==> src/rtl/pipe_ctrl.sv <==
// rtl/pipe_ctrl.sv - pipeline stall sequencer and shared RAM port arbiter
//
// Purpose: owns the six-bit stall vector for the 5-stage core and time-shares
// the single instruction/data RAM port between IF fetches and MEM load/stores.
//
// Ports:
//   clk_i          system clock, all state on rising edge
//   rst_i          asynchronous active-high reset
//   stallreq_id_i  ID load-use hazard request
//   stallreq_ex_i  EX multi-cycle op request
//   if_req_i       IF wants an instruction word
//   data_req_i     MEM holds a load/store
//   data_we_i      MEM access is a store (sampled with data_req_i)
//   stall_o[5:0]   [0]=pc [1]=if_id [2]=id_ex [3]=ex_mem [4]=mem_wb [5]=wb, 1=hold
//   ram_en_o       shared RAM port active
//   ram_sel_o      0=instruction address, 1=data address
//   ram_we_o       RAM write strobe
//   inst_done_o    fetch word valid on RAM output (one-cycle pulse)
//   data_done_o    load data valid / store committed (one-cycle pulse)
module pipe_ctrl #(
   parameter int MEM_WAIT = 2
) (
   input  logic       clk_i,
   input  logic       rst_i,
   input  logic       stallreq_id_i,
   input  logic       stallreq_ex_i,
   input  logic       if_req_i,
   input  logic       data_req_i,
   input  logic       data_we_i,
   output logic [5:0] stall_o,
   output logic       ram_en_o,
   output logic       ram_sel_o,
   output logic       ram_we_o,
   output logic       inst_done_o,
   output logic       data_done_o
);

   localparam int CW = $clog2(MEM_WAIT) + 1;
   localparam logic [CW-1:0] LAST = CW'(MEM_WAIT - 1);

   typedef enum logic [1:0] {IDLE, INST, DATA} state_t;

   state_t          state_q, state_d;
   logic [CW-1:0]   cnt_q;
   logic            data_we_q;
   logic            ram_en_q, ram_sel_q, ram_we_q;
   logic            terminal;
   logic            decide;
   logic            mem_busy, if_busy;

   assign terminal    = (state_q != IDLE) && (cnt_q == LAST);
   // A new access may only be chosen from IDLE or on the last cycle of one.
   assign decide      = (state_q == IDLE) || terminal;
   assign inst_done_o = (state_q == INST) && terminal;
   assign data_done_o = (state_q == DATA) && terminal;

   assign mem_busy = data_req_i & ~data_done_o;
   assign if_busy  = if_req_i & ~inst_done_o;

   always_comb begin
      if (mem_busy)           stall_o = 6'b011111;
      else if (stallreq_ex_i) stall_o = 6'b001111;
      else if (stallreq_id_i) stall_o = 6'b000111;
      else if (if_busy)       stall_o = 6'b000011;
      else                    stall_o = 6'b000000;
   end

   // Data wins over fetch; a fetch is not started while ID/EX are holding
   // the pc, since that word could not be consumed.
   always_comb begin
      state_d = state_q;
      if (decide) begin
         if (data_req_i)
            state_d = DATA;
         else if (if_req_i && !stallreq_ex_i && !stallreq_id_i)
            state_d = INST;
         else
            state_d = IDLE;
      end
   end

   always_ff @(posedge clk_i or posedge rst_i) begin
      if (rst_i) begin
         state_q   <= IDLE;
         cnt_q     <= '0;
         data_we_q <= 1'b0;
         ram_en_q  <= 1'b0;
         ram_sel_q <= 1'b0;
         ram_we_q  <= 1'b0;
      end else begin
         state_q <= state_d;
         // Cleared on every entry, including INST->INST / DATA->DATA re-entry.
         if (decide) cnt_q <= '0;
         else        cnt_q <= cnt_q + CW'(1);
         if (decide && state_d == DATA)
            data_we_q <= data_we_i;
         ram_en_q  <= (state_d != IDLE);
         ram_sel_q <= (state_d == DATA);
         if (state_d == DATA)
            ram_we_q <= decide ? data_we_i : data_we_q;
         else
            ram_we_q <= 1'b0;
      end
   end

   assign ram_en_o  = ram_en_q;
   assign ram_sel_o = ram_sel_q;
   assign ram_we_o  = ram_we_q;

endmodule
==> config.mk <==
export PLATFORM = sky130hd
export DESIGN_NAME = pipe_ctrl
export DESIGN_NICKNAME = d
export VERILOG_FILES = /design/src/rtl/pipe_ctrl.sv
export SDC_FILE = /design/constraint.sdc
export NUM_CORES = 1
export LEC_CHECK = 0
export ABC_AREA = 1
export CORE_AREA = 2 2 39 41
export DETAILED_ROUTE_END_ITERATION = 8
export DIE_AREA = 0 0 41 43
export PLACE_DENSITY = 0.66
export REMOVE_ABC_BUFFERS = 1
export SLEW_MARGIN = 20
export SYNTH_ARGS = -nofsm -noshare
export SYNTH_HDL_FRONTEND = slang
export SYNTH_SLANG_ARGS = --single-unit
==> constraint.sdc <==
create_clock -name clk_i -period 3.1 [get_ports clk_i]
set_input_delay 0.93 -clock clk_i [delete_from_list [all_inputs] [get_ports clk_i]]
set_output_delay 0.93 -clock clk_i [all_outputs]
set_load 0.02 [all_outputs]
# Yosys cells after proc, flatten, opt, wreduce, memory -nomap -nowiden

Cells that the tools add are included.
Widths: inputs -> output; s select.

Flip-flop bits (word level): 8
Bits of input ports: 7
Output and inout port bits: 11
Word-level logic and storage cells: 37

Add/sub/neg operators: 1
Eq/ne operators: 4
Multiplexer cells: 10
Bitwise gates (word level): 4
Reduce and logical (&&, ||, !) cells: 12

Operators with widths:

| cell                | number |
|---|---|
| $mux 2              | 4 |
| $logic_and 1x1->1   | 6 |
| $mux 5              | 1 |
| $eq 2x1->1 const B  | 2 |
| $eq 2x2->1 const B  | 2 |
| $mux 4              | 1 |
| $reduce_bool 2->1   | 2 |
| $mux 1              | 3 |
| $mux 3              | 1 |
| $add 2x1->2 const B | 1 |
| $and 1x1->1         | 2 |
| $logic_not 1->1     | 2 |
| $logic_not 2->1     | 1 |
| $not 1->1           | 2 |
| $logic_or 1x1->1    | 1 |

# Depth between registers and ports, before layout

Gate-level depths: netlist (run 1).

Depth after elaboration: 9
Mapped depth: 8
Mapped depth without buffers: 8

# Worst setup path before layout (run 1)

No wires, ideal clock.

Kind: input-to-output
From: input if_req_i
To: output stall_o[1]
Data arrival time: 1,620 ps
Data required time: 2,170 ps
Slack: 550 ps
Stages on the path: 3
Path buffers: 1
Cell sequence: inv_1 -> o211ai_1 -> buf_4

Longest elaborated chain between the ends: 5

RTL lines:

| item            | line | text |
|---|---|---|
| start, declared | 27   | `input logic if_req_i,` |
| $and 1x1->1     | 58   | `assign if_busy = if_req_i & ~inst_done_o;` |
| $mux 2          | 64   | `else if (if_busy) stall_o = 6'b000011;` |
| $mux 3          | 63   | `else if (stallreq_id_i) stall_o = 6'b000111;` |
| $mux 4          | 62   | `else if (stallreq_ex_i) stall_o = 6'b001111;` |
| $mux 5          | 61   | `if (mem_busy) stall_o = 6'b011111;` |
| end, declared   | 30   | `output logic [5:0] stall_o,` |

Every way passes these cells.

# Worst setup path in the final report (run 1)

From: input if_req_i
To: output stall_o[0]

Same word-level chain as after synthesis.

==> results.cfg, run 1 <==
[worst_setup_path]
worst-setup-path-type = input port to primary output
crit_path_start_kind = input port
worst-endpoint-required_ns = 2.17
timing.critical_path.fanout_max = 2
r2r.worst_path.cells = 7
worst_setup_path_end_kind = primary output
crit_arrival_ns = 1.97

[die]
die_w_um = 41
core.rowCount = 14
core_region_area_mm2 = 0.00138
starting_density_of_the_core = 0.321
die_area_mm2 = 0.00176
fp.dieH_um = 43
boundaryPins = 18

[flow_run]
maxCapViolCount = 0

[cts]
cts_tree = built
cts_root_buf = sky130_fd_sc_hd__clkbuf_4
h_tree_level_count = 1
insertion_delay_ns = 0.24
cts.repair_timing.setup_buffer_count = 0
tritoncts_num_sinks = 8
cts_made_buffers = 3
ctsLongestPathBuffers = 2
clk_pin_slew_worst_paths_ns = 0.05

[place]
detailedPlacementHpwl_um = 685
buffer_ports.inserted = 16
dp.cells = 86
finalWeightedCongestion = 0.776
placement.cell_area_um2 = 617

[cells_and_area]
nets = 83
layout.cell_area.non_filler_um2 = 633
drive_gt1_frac = 0.219
area_growth_pct = 42.5
final_core_util = 0.458
insertedDiodeCount = 0
fin_cells = 89

[pwr]
cellLeakagePower_nw = 0.325
totalPowerFinal_w = 0.000573
power_per_cell_area_mw_per_mm2 = 905
vdd_drop_max_v = 0.000404

[logic_synthesis]
synth.top_cell.area_share = 0.451
synth.avg_cell_area_um2 = 8.08
synth_cell_types = 14
synth.cell_area_um2 = 444
synth_top_flop_cell = sky130_fd_sc_hd__dfrtp_1
syn-instance-count = 55
netlist.top_cell.by_area = sky130_fd_sc_hd__dfrtp_1
synth-seq-cells = 8
post_synthesis_sequential_area_ratio = 0.451
synth_common_cells = sky130_fd_sc_hd__nand2_1 (10), sky130_fd_sc_hd__dfrtp_1 (8), sky130_fd_sc_hd__inv_1 (8)
async_reset_ff_frac = 1.00
synth.most_common_cell = sky130_fd_sc_hd__nand2_1
synth_edf_count = 0
ranking_of_synthesized_cells_by_area = sky130_fd_sc_hd__dfrtp_1 (45%), sky130_fd_sc_hd__nand2_1 (8.5%), sky130_fd_sc_hd__nand2_4 (7.6%)
ys_warn_count = 0

[sta]
maxClockFrequency_mhz = 345
setup_total_negative_slack_ns = 0
final_max_slew_viol_count = 0
finalHoldViolations = 0
post_route_skew_ns = 0.00220
setup_viol_count_final = 0
min_period_ns = 2.90
timing.final.crit_share = 0.935
rsz_0062_raised_after_global_routing = no

[routing]
totalWireLength_um = 807
detailroute.wirelength.met2_um = 396
wl_met1_um = 331
initialDrtViolationCount = 5
detailedRoute.firstPassIterationCount = 2
top_layer_used = met3
detail-route-antenna-nets = 0
route.vias.total = 384
wl_met3_um = 79
drcViolationCount = 0
routedWlPerCell_um = 9.07
viasPerCell = 4.31

[global_route]
grt_first_pass_wirelength_mm = 1.39
overflow = 0
grtUsageTotal = 0.118
number_of_global_route_vias_before_repair = 365
grt_max_degree = 9
initial_antenna_violation_count = 0

[min_path]
holdCritPathClass = register to register
worstHoldPathCells = 1

[run_status]
outcome = finished clean
critical path: stages:
cell and delay [ns]:
sky130_fd_sc_hd__clkdlybuf4s50_1 0.46, sky130_fd_sc_hd__inv_1 0.05, sky130_fd_sc_hd__o211ai_1 0.18, sky130_fd_sc_hd__dlygate4sd2_1 0.35
where the power goes:
group	internal, W	leakage, nW	switching (W)
combinational	0.000125	0.211	0.000198
sequential	0.000153	0.0995	0.0000230
clock	0.0000439	0.0138	0.0000298
per-stage QoR:
step	hold slack (ns)	setup WS, ns
2_1_floorplan	0.408	0.548
3_3_place_gp	0.419	-0.0807
3_5_place_dp	0.431	-0.105
4_1_cts	0.438	0.184
5_1_grt	0.445	0.103
6_report	0.437	0.202
cell type report:
type,instances,area [um2]
Clock buffer,3,22.5
Timing Repair Buffer,18,169
Fill cell,144,751
Inverter,11,41.3
Sequential cell,8,200
Multi-Input combinational cell,33,180
Tap cell,16,20.0
path summary, 6_finish.rpt:
kind	startpoint	end	slack, ns
min	cnt_q[0]	cnt_q[0]	0.44
min reg2reg	cnt_q[0]	cnt_q[0]	0.44
max in group asynchronous	rst_i	ram_we_o	1.94
max reg2reg	cnt_q[0]	ram_sel_o	1.90
max	if_req_i	stall_o[0]	0.20
min in group asynchronous	rst_i	state_q[1]	0.93
registers in the layout (all words and copies together), names as in the netlist:
| name | flops |
|---|---|
| cnt_q | 2 |
| ram_we_o | 1 |
| ram_en_o | 1 |
| data_we_q | 1 |
| ram_sel_o | 1 |
| state_q | 2 |
per-layer routing:
layer | track usage | vias to the layer above
met5 | 0 | -
met4 | 0.0600 | 0
met3 | 0.0366 | 0
met2 | 0.200 | 14
met1 | 0.121 | 171
li1 | - | 199
timing repair:
action | in CTS | in global routing
resized for setup | 5 | 0
endpoints found under the hold margin | 0 | 0
endpoints found under the setup margin | 5 | 0
hold buffers | 0 | 0
cells in the final DEF, fill, tap and decap left out:
| cell type | synthesis | layout |
|---|---|---|
| sky130_fd_sc_hd__clkbuf_4 | 0 | 3 |
| sky130_fd_sc_hd__nand2_2 | 3 | 3 |
| sky130_fd_sc_hd__o211ai_1 | 1 | 1 |
| sky130_fd_sc_hd__conb_1 | 1 | 1 |
| sky130_fd_sc_hd__nand3_1 | 5 | 5 |
| sky130_fd_sc_hd__nor2_1 | 7 | 7 |
| sky130_fd_sc_hd__inv_1 | 8 | 8 |
| sky130_fd_sc_hd__dfrtp_1 | 8 | 8 |
| sky130_fd_sc_hd__nand2_1 | 10 | 10 |
| sky130_fd_sc_hd__nand2_4 | 3 | 3 |
| sky130_fd_sc_hd__o21ai_2 | 1 | 1 |
| sky130_fd_sc_hd__buf_4 | 3 | 2 |
| sky130_fd_sc_hd__dlygate4sd2_1 | 0 | 5 |
| sky130_fd_sc_hd__ha_1 | 1 | 1 |
| sky130_fd_sc_hd__nor2_2 | 1 | 1 |
| sky130_fd_sc_hd__inv_2 | 3 | 3 |
| sky130_fd_sc_hd__clkdlybuf4s50_1 | 0 | 11 |
cell families after synthesis:
group	after synthesis	synth area share
and+or+nand+nor	29	0.332
buffers and inverters	14	0.144
DFF	8	0.451
AOI/OAI and AO/OA	2	0.0366
adders and majority gates	1	0.0282
other	1	0.00844
Note: power is estimated with default switching activity, not from simulation.
==> inputs of run 2 (changes only) <==
--- a/config.mk
+++ b/config.mk
@@ -9,6 +9,7 @@
 export CORE_AREA = 2 2 39 41
 export DETAILED_ROUTE_END_ITERATION = 8
 export DIE_AREA = 0 0 41 43
+export GPL_ROUTABILITY_DRIVEN = 0
 export PLACE_DENSITY = 0.66
 export REMOVE_ABC_BUFFERS = 1
 export SLEW_MARGIN = 20
==> results of run 2 <==
The final DEF is identical to that of run 1; final timing and power are the same.
